File: src/rtl/cmd_data_controller_if.sv
// rtl/cmd_data_controller_if.sv - UART/memory side signal bundle for cmd_data_controller
interface cmd_data_controller_if #(
  parameter int ADDR_W = 8
) ();
  logic              new_data_rx;
  logic [7:0]        data_rx;
  logic              busy;
  logic              new_data_tx;
  logic [7:0]        data_tx;
  logic [ADDR_W-1:0] addr;
  logic [7:0]        rd_data;
  logic              wr_en;
  logic [ADDR_W-1:0] wr_addr;
  logic [7:0]        wr_data;
  logic              drop;
  logic [7:0]        debug;
  logic              active;

  // Controller side
  modport master (
    input  new_data_rx, data_rx, busy, rd_data,
    output new_data_tx, data_tx, addr, wr_en, wr_addr, wr_data, drop, debug, active
  );

  // UART / memory / environment side
  modport slave (
    output new_data_rx, data_rx, busy, rd_data,
    input  new_data_tx, data_tx, addr, wr_en, wr_addr, wr_data, drop, debug, active
  );
endinterface

File: src/rtl/cmd_data_controller.sv
// rtl/cmd_data_controller.sv - UART command decoder driving memory reads, bursts and register writes
module cmd_data_controller #(
  parameter int         ADDR_W   = 8,
  parameter int         DEPTH    = 25,
  parameter int         TIMEOUT  = 50000,
  parameter logic [7:0] ACK_BYTE = 8'hAA,
  parameter logic [7:0] ERR_BYTE = 8'hEE
) (
  input logic                   clk,
  input logic                   rst,
  cmd_data_controller_if.master bus
);
  localparam int TW = (TIMEOUT > 2) ? $clog2(TIMEOUT) : 1;
  // Address math is one bit wider so start+count can never wrap past DEPTH.
  localparam logic [ADDR_W:0] DEPTH_W  = (ADDR_W+1)'(DEPTH);
  localparam logic [ADDR_W:0] ONE_W    = (ADDR_W+1)'(1);
  localparam logic [TW-1:0]   TMO_LAST = TW'(TIMEOUT - 1);
  localparam logic [TW-1:0]   TMO_ONE  = TW'(1);

  localparam logic [7:0] CMD_READ  = 8'h04;
  localparam logic [7:0] CMD_BURST = 8'h05;
  localparam logic [7:0] CMD_RANGE = 8'h06;
  localparam logic [7:0] CMD_WRITE = 8'h07;
  localparam logic [7:0] CMD_DROP  = 8'h42;

  typedef enum logic [2:0] {
    S_IDLE, S_ARG, S_SETTLE, S_TX_WAIT, S_TX_GAP, S_NEXT, S_WRITE
  } state_t;

  typedef enum logic [1:0] {OP_READ, OP_RANGE, OP_WRITE} op_t;

  state_t            state_q, state_d;
  op_t               op_q, op_d;
  logic              arg_idx_q, arg_idx_d;
  logic [ADDR_W:0]   arg0_q, arg0_d;
  logic [ADDR_W:0]   addr_q, addr_d;
  logic [ADDR_W:0]   rem_q, rem_d;
  logic [TW-1:0]     tmo_q, tmo_d;
  logic              burst_q, burst_d;
  logic              use_const_q, use_const_d;
  logic [7:0]        const_q, const_d;
  logic              tx_stb_q, tx_stb_d;
  logic [7:0]        data_tx_q, data_tx_d;
  logic              wr_en_q, wr_en_d;
  logic [ADDR_W-1:0] wr_addr_q, wr_addr_d;
  logic [7:0]        wr_data_q, wr_data_d;
  logic              drop_q, drop_d;
  logic [7:0]        debug_q, debug_d;
  logic [ADDR_W:0]   rx_arg;

  // Argument bytes contribute only their low ADDR_W bits, zero-extended.
  assign rx_arg = {1'b0, ADDR_W'(bus.data_rx)};

  // State and output registers; async reset zeroes every output.
  always_ff @(posedge clk or posedge rst) begin
    if (rst) begin
      state_q     <= S_IDLE;
      op_q        <= OP_READ;
      arg_idx_q   <= 1'b0;
      arg0_q      <= '0;
      addr_q      <= '0;
      rem_q       <= '0;
      tmo_q       <= '0;
      burst_q     <= 1'b0;
      use_const_q <= 1'b0;
      const_q     <= '0;
      tx_stb_q    <= 1'b0;
      data_tx_q   <= '0;
      wr_en_q     <= 1'b0;
      wr_addr_q   <= '0;
      wr_data_q   <= '0;
      drop_q      <= 1'b0;
      debug_q     <= '0;
    end else begin
      state_q     <= state_d;
      op_q        <= op_d;
      arg_idx_q   <= arg_idx_d;
      arg0_q      <= arg0_d;
      addr_q      <= addr_d;
      rem_q       <= rem_d;
      tmo_q       <= tmo_d;
      burst_q     <= burst_d;
      use_const_q <= use_const_d;
      const_q     <= const_d;
      tx_stb_q    <= tx_stb_d;
      data_tx_q   <= data_tx_d;
      wr_en_q     <= wr_en_d;
      wr_addr_q   <= wr_addr_d;
      wr_data_q   <= wr_data_d;
      drop_q      <= drop_d;
      debug_q     <= debug_d;
    end
  end

  // Command decode, argument collection, transmit pacing and burst sequencing.
  always_comb begin
    state_d     = state_q;
    op_d        = op_q;
    arg_idx_d   = arg_idx_q;
    arg0_d      = arg0_q;
    addr_d      = addr_q;
    rem_d       = rem_q;
    tmo_d       = tmo_q;
    burst_d     = burst_q;
    use_const_d = use_const_q;
    const_d     = const_q;
    tx_stb_d    = 1'b0;
    data_tx_d   = data_tx_q;
    wr_en_d     = 1'b0;
    wr_addr_d   = wr_addr_q;
    wr_data_d   = wr_data_q;
    drop_d      = drop_q;
    debug_d     = debug_q;

    unique case (state_q)
      S_IDLE: begin
        if (bus.new_data_rx) begin
          arg_idx_d = 1'b0;
          tmo_d     = '0;
          case (bus.data_rx)
            CMD_READ:  begin op_d = OP_READ;  state_d = S_ARG; end
            CMD_RANGE: begin op_d = OP_RANGE; state_d = S_ARG; end
            CMD_WRITE: begin op_d = OP_WRITE; state_d = S_ARG; end
            CMD_BURST: begin
              addr_d      = '0;
              rem_d       = DEPTH_W;
              burst_d     = 1'b1;
              use_const_d = 1'b0;
              state_d     = S_SETTLE;
            end
            CMD_DROP: begin
              drop_d = ~drop_q;
              addr_d = '0;
            end
            default: debug_d = bus.data_rx;
          endcase
        end
      end

      S_ARG: begin
        if (bus.new_data_rx) begin
          // A byte arriving on the timeout cycle still counts and restarts the timer.
          tmo_d = '0;
          if (!arg_idx_q && op_q != OP_READ) begin
            arg0_d    = rx_arg;
            arg_idx_d = 1'b1;
          end else begin
            burst_d     = 1'b0;
            use_const_d = 1'b0;
            case (op_q)
              OP_READ: begin
                if (rx_arg < DEPTH_W) begin
                  addr_d  = rx_arg;
                  state_d = S_SETTLE;
                end else begin
                  use_const_d = 1'b1;
                  const_d     = ERR_BYTE;
                  state_d     = S_TX_WAIT;
                end
              end
              OP_RANGE: begin
                if (rx_arg == '0 || arg0_q >= DEPTH_W) begin
                  state_d = S_IDLE;
                end else begin
                  addr_d  = arg0_q;
                  rem_d   = rx_arg;
                  burst_d = 1'b1;
                  state_d = S_SETTLE;
                end
              end
              default: begin
                use_const_d = 1'b1;
                if (arg0_q < DEPTH_W) begin
                  wr_en_d   = 1'b1;
                  wr_addr_d = arg0_q[ADDR_W-1:0];
                  wr_data_d = bus.data_rx;
                  const_d   = ACK_BYTE;
                  state_d   = S_WRITE;
                end else begin
                  const_d = ERR_BYTE;
                  state_d = S_TX_WAIT;
                end
              end
            endcase
          end
        end else if (tmo_q == TMO_LAST) begin
          debug_d = 8'hFF;
          state_d = S_IDLE;
        end else begin
          tmo_d = tmo_q + TMO_ONE;
        end
      end

      S_WRITE:  state_d = S_TX_WAIT;

      S_SETTLE: state_d = S_TX_WAIT;

      S_TX_WAIT: begin
        if (!bus.busy) begin
          tx_stb_d  = 1'b1;
          data_tx_d = use_const_q ? const_q : bus.rd_data;
          state_d   = S_TX_GAP;
        end
      end

      S_TX_GAP: state_d = burst_q ? S_NEXT : S_IDLE;

      S_NEXT: begin
        if (rem_q <= ONE_W || addr_q + ONE_W == DEPTH_W) begin
          addr_d  = '0;
          state_d = S_IDLE;
        end else begin
          addr_d  = addr_q + ONE_W;
          rem_d   = rem_q - ONE_W;
          state_d = S_SETTLE;
        end
      end

      default: state_d = S_IDLE;
    endcase
  end

  assign bus.new_data_tx = tx_stb_q;
  assign bus.data_tx     = data_tx_q;
  assign bus.addr        = addr_q[ADDR_W-1:0];
  assign bus.wr_en       = wr_en_q;
  assign bus.wr_addr     = wr_addr_q;
  assign bus.wr_data     = wr_data_q;
  assign bus.drop        = drop_q;
  assign bus.debug       = debug_q;
  assign bus.active      = (state_q != S_IDLE);
endmodule

File: src/flat_wrapper.sv
// flat-port wrapper written by rule: the top's interface ports become plain ports
module cmd_data_controller_flat 
#(
  parameter int         ADDR_W   = 8,
  parameter int         DEPTH    = 25,
  parameter int         TIMEOUT  = 50000,
  parameter logic [7:0] ACK_BYTE = 8'hAA,
  parameter logic [7:0] ERR_BYTE = 8'hEE
)
  (clk, rst, bus_new_data_rx, bus_data_rx, bus_busy, bus_rd_data, bus_new_data_tx, bus_data_tx, bus_addr, bus_wr_en, bus_wr_addr, bus_wr_data, bus_drop, bus_debug, bus_active);
  cmd_data_controller_if #(.ADDR_W(ADDR_W)) bus_i ();
  input logic clk;
  input logic rst;
  input wire logic [$bits(bus_i.new_data_rx)-1:0] bus_new_data_rx;
  input wire logic [$bits(bus_i.data_rx)-1:0] bus_data_rx;
  input wire logic [$bits(bus_i.busy)-1:0] bus_busy;
  input wire logic [$bits(bus_i.rd_data)-1:0] bus_rd_data;
  output wire logic [$bits(bus_i.new_data_tx)-1:0] bus_new_data_tx;
  output wire logic [$bits(bus_i.data_tx)-1:0] bus_data_tx;
  output wire logic [$bits(bus_i.addr)-1:0] bus_addr;
  output wire logic [$bits(bus_i.wr_en)-1:0] bus_wr_en;
  output wire logic [$bits(bus_i.wr_addr)-1:0] bus_wr_addr;
  output wire logic [$bits(bus_i.wr_data)-1:0] bus_wr_data;
  output wire logic [$bits(bus_i.drop)-1:0] bus_drop;
  output wire logic [$bits(bus_i.debug)-1:0] bus_debug;
  output wire logic [$bits(bus_i.active)-1:0] bus_active;
  assign bus_i.new_data_rx = bus_new_data_rx;
  assign bus_i.data_rx = bus_data_rx;
  assign bus_i.busy = bus_busy;
  assign bus_i.rd_data = bus_rd_data;
  assign bus_new_data_tx = bus_i.new_data_tx;
  assign bus_data_tx = bus_i.data_tx;
  assign bus_addr = bus_i.addr;
  assign bus_wr_en = bus_i.wr_en;
  assign bus_wr_addr = bus_i.wr_addr;
  assign bus_wr_data = bus_i.wr_data;
  assign bus_drop = bus_i.drop;
  assign bus_debug = bus_i.debug;
  assign bus_active = bus_i.active;
  cmd_data_controller #(.ADDR_W(ADDR_W), .DEPTH(DEPTH), .TIMEOUT(TIMEOUT), .ACK_BYTE(ACK_BYTE), .ERR_BYTE(ERR_BYTE)) u_core (.clk(clk), .rst(rst), .bus(bus_i));
endmodule
File: config.mk
export PLATFORM = sky130hd
export DESIGN_NAME = cmd_data_controller_flat
export DESIGN_NICKNAME = d
export VERILOG_FILES = /design/src/rtl/cmd_data_controller_if.sv /design/src/rtl/cmd_data_controller.sv /design/src/flat_wrapper.sv
export SDC_FILE = /design/constraint.sdc
export NUM_CORES = 1
export LEC_CHECK = 0
export BUFFER_PORTS_ARGS = -buffer_cell sky130_fd_sc_hd__buf_2
export CAP_MARGIN = 20
export CORE_ASPECT_RATIO = 1.1
export CORE_UTILIZATION = 45
export DETAILED_ROUTE_END_ITERATION = 8
export GPL_TIMING_DRIVEN = 0
export PLACE_DENSITY = 0.64
export SYNTH_ARGS = -nofsm -noshare
export SYNTH_HDL_FRONTEND = slang
export SYNTH_SLANG_ARGS = --single-unit
File: constraint.sdc
create_clock -name clk -period 4.4 [get_ports clk]
set_input_delay 0.66 -clock clk [delete_from_list [all_inputs] [get_ports clk]]
set_output_delay 0.66 -clock clk [all_outputs]
set_load 0.03 [all_outputs]
==> reports/metrics.csv <==
metric;value;unit
start_util;0.4684;
vias;3894;
skew;0.009638;ns
status;completed;
rows;38;
final-setup-viol-count;0;
drt-pass1-iter-count;5;
detail_route.iter0.violations;202;
grt_max_degree;56;
max_freq;0.3730;GHz
fp.coreArea;9937;um^2
hold_buffers;0;
cp.required;4.64;ns
place_area;5135;um^2
post-route-period-util;0.6094;
h-tree-depth;3;
clk_pin_slew_worst_paths;0.10;ns
cts_sinks;87;
synth_nets;498;
slowest_stage;nor4b_2;
die_h;108.7;um
dp_hpwl;7822;um
cts-root-buf;clkbuf_8;
antenna_found_initial;0;
gp_congestion;0.8576;
ctsResizeCount;0;
p_leak;0.002361;uW
port_buffers;60;
clkLatencyLatePin;0.37;ns
area_growth;14.22;%
postRouteAntennaNets;0;
ir_drop;0.3373;mV
drv_slew;0;
synth-edff-count;0;
post_cts_buffers;0;
hold_path.class;in2async;
cp_slowest_stage_delay;0.70;ns
critical_path.top_delay_family;simple AND/OR/NAND/NOR gates;
worstMarginPinSlew;0.9667;ns
drive_above_1_share;0.2327;
synthArstFlopShare;1.000;
cts_tree;done;
endpoint_kind;register;
final_cell_mix;87 x dfrtp_1, 61 x buf_2, 48 x nand2_1, 40 x nor2_1;
wl_per_cell;16.22;um
cp.arrival;2.92;ns
clockBufferDepth;2;
rsz0062_at_grt;false;
startpoint_type;register;
relSlewSlack;0.3500;
via_per_inst;5.812;
grt_pass1_vias;3680;
grt_pass1_wl;17980;um
critPathBufInv;0;
netlist_area;4654;um^2
setup_tns;0;ns
drc_errors;0;
gr-total-overflow;0;
cts_buffers;9;
synth_ff_type;dfrtp_1;
final_common_cell;dfrtp_1;
placedCellCount;654;
final_cells;670;
worstPathMaxFanout;9;
ys_ff_latch;87;
holdWs;0.3026;ns
fin_nets;570;
critical_path_class;reg2reg;
wirelength;10870;um
io_pins;64;
finalInstanceArea;5316;um^2
finalPower;3181;uW
synth_seq_area_share;0.4677;
synthCells;473;
synth.yosys.warnings;0;
postSynthAreaPerCell;9.840;um^2
maxCapViolCount;0;
antennaDiodeCount;0;
worstPathCellList;nor3_1, o21ai_1, nor4b_2, nor2_1, nand2_1, o221ai_1;
die_area;10750;um^2
power.density;598.4;nW/um^2
synth.distinct_cells;69;
period_minus_slack;2.681;ns
hold_violations;0;
die_x;98.97;um
track_usage;0.2120;
## worst paths after layout
| path | slack (ns) | cells after the start | from | end |
|---|---|---|---|---|
| max | 1.72 | 6 | u_core.rem_q[5] | u_core.addr_q[4] |
| min | 0.30 | 2 | rst | u_core.bus.wr_addr[3] |
| max reg2reg | 1.72 | 6 | u_core.rem_q[5] | u_core.addr_q[4] |
| min reg2reg | 0.49 | 1 | u_core.bus.wr_data[1] | u_core.bus.wr_data[1] |
| max in group asynchronous | 3.48 | 3 | rst | u_core.tmo_q[0] |
| min in group clk | 0.49 | 1 | u_core.bus.wr_data[1] | u_core.bus.wr_data[1] |
## stage by stage
step / utilization / setup slack, ns
final: 0.5350 / 1.719
after detailed placement: 0.5167 / 1.538
after global routing: 0.5350 / 1.498
after floorplan: - / 1.490
after global placement: 0.5137 / 0.4418
after CTS: 0.5350 / 1.777
## power by group
part	internal, uW	total [uW]	switching (uW)	leakage, uW
Combinational	531	1470	935	0.00116
Clock	221	523	302	0.0000809
Sequential	1030	1190	166	0.00112
Total	1780	3180	1400	0.00236
## state kept, by name, indices dropped and copies added, names as in the netlist, 2 cells and up
name                count
u_core.bus.debug        8
u_core.bus.wr_addr      8
u_core.arg0_q           8
u_core.rem_q            9
u_core.op_q             2
u_core.addr_q           9
u_core.state_q          3
u_core.const_q          2
u_core.tmo_q           16
u_core.bus.data_tx      8
u_core.bus.wr_data      8
## layout make-up
class	count	area (um^2)
Inverter	17	66.31
Multi-Input combinational cell	341	2262
Clock buffer	10	137.6
Tap cell	120	150.1
Fill cell	941	4621
Timing Repair Buffer	61	327.8
Sequential cell	87	2177
Clock inverter	6	43.79
Buffer	28	151.4
## synthesized netlist by cell type (all sizes together) (3+ instances only)
master	instances	area, um^2
nor2b	6	37.54
o21a	5	37.54
nand3b	4	30.03
dfrtp	87	2177
nor2	42	162.6
and3	3	18.77
nand4	9	56.30
a32o	3	33.78
mux2	22	247.7
a21oi	24	120.1
o31ai	6	58.81
xnor2	9	78.83
ha	5	62.56
mux2i	10	100.1
o21ai	12	60.05
inv	17	63.81
nor3	16	91.34
buf	12	91.33
o22ai	3	18.77
and2	4	25.02
o22a	8	70.07
o221ai	4	35.03
a311oi	4	41.29
nand2	49	186.4
xor2	8	70.07
nor4	11	81.32
nand2b	7	43.79
clkbuf	16	60.06
a31oi	11	75.07
nand3	24	120.1
## kinds of logic (layout without fill, tap and decap cells)
kind of cell / Yosys count / count (layout) / share of synthesized area
DFF: 87 / 87 / 0.4677
muxes: 32 / 32 / 0.07473
AOI/OAI and AO/OA: 98 / 98 / 0.1562
and+or+nand+nor: 189 / 189 / 0.2097
adders and majority gates: 5 / 5 / 0.01344
buffers and inverters: 45 / 122 / 0.04624
xor gates and xnor gates: 17 / 17 / 0.03199
## per-layer routing
layer / share of wire / up-vias / track usage
li1: - / 1855 / -
met1: 0.45 / 1929 / 0.2725
met2: 0.49 / 90 / 0.3586
met3: 0.042 / 20 / 0.04231
met4: 0.018 / 0 / 0.07356
met5: 0 / - / 0
(Power assumes the default switching activity.)
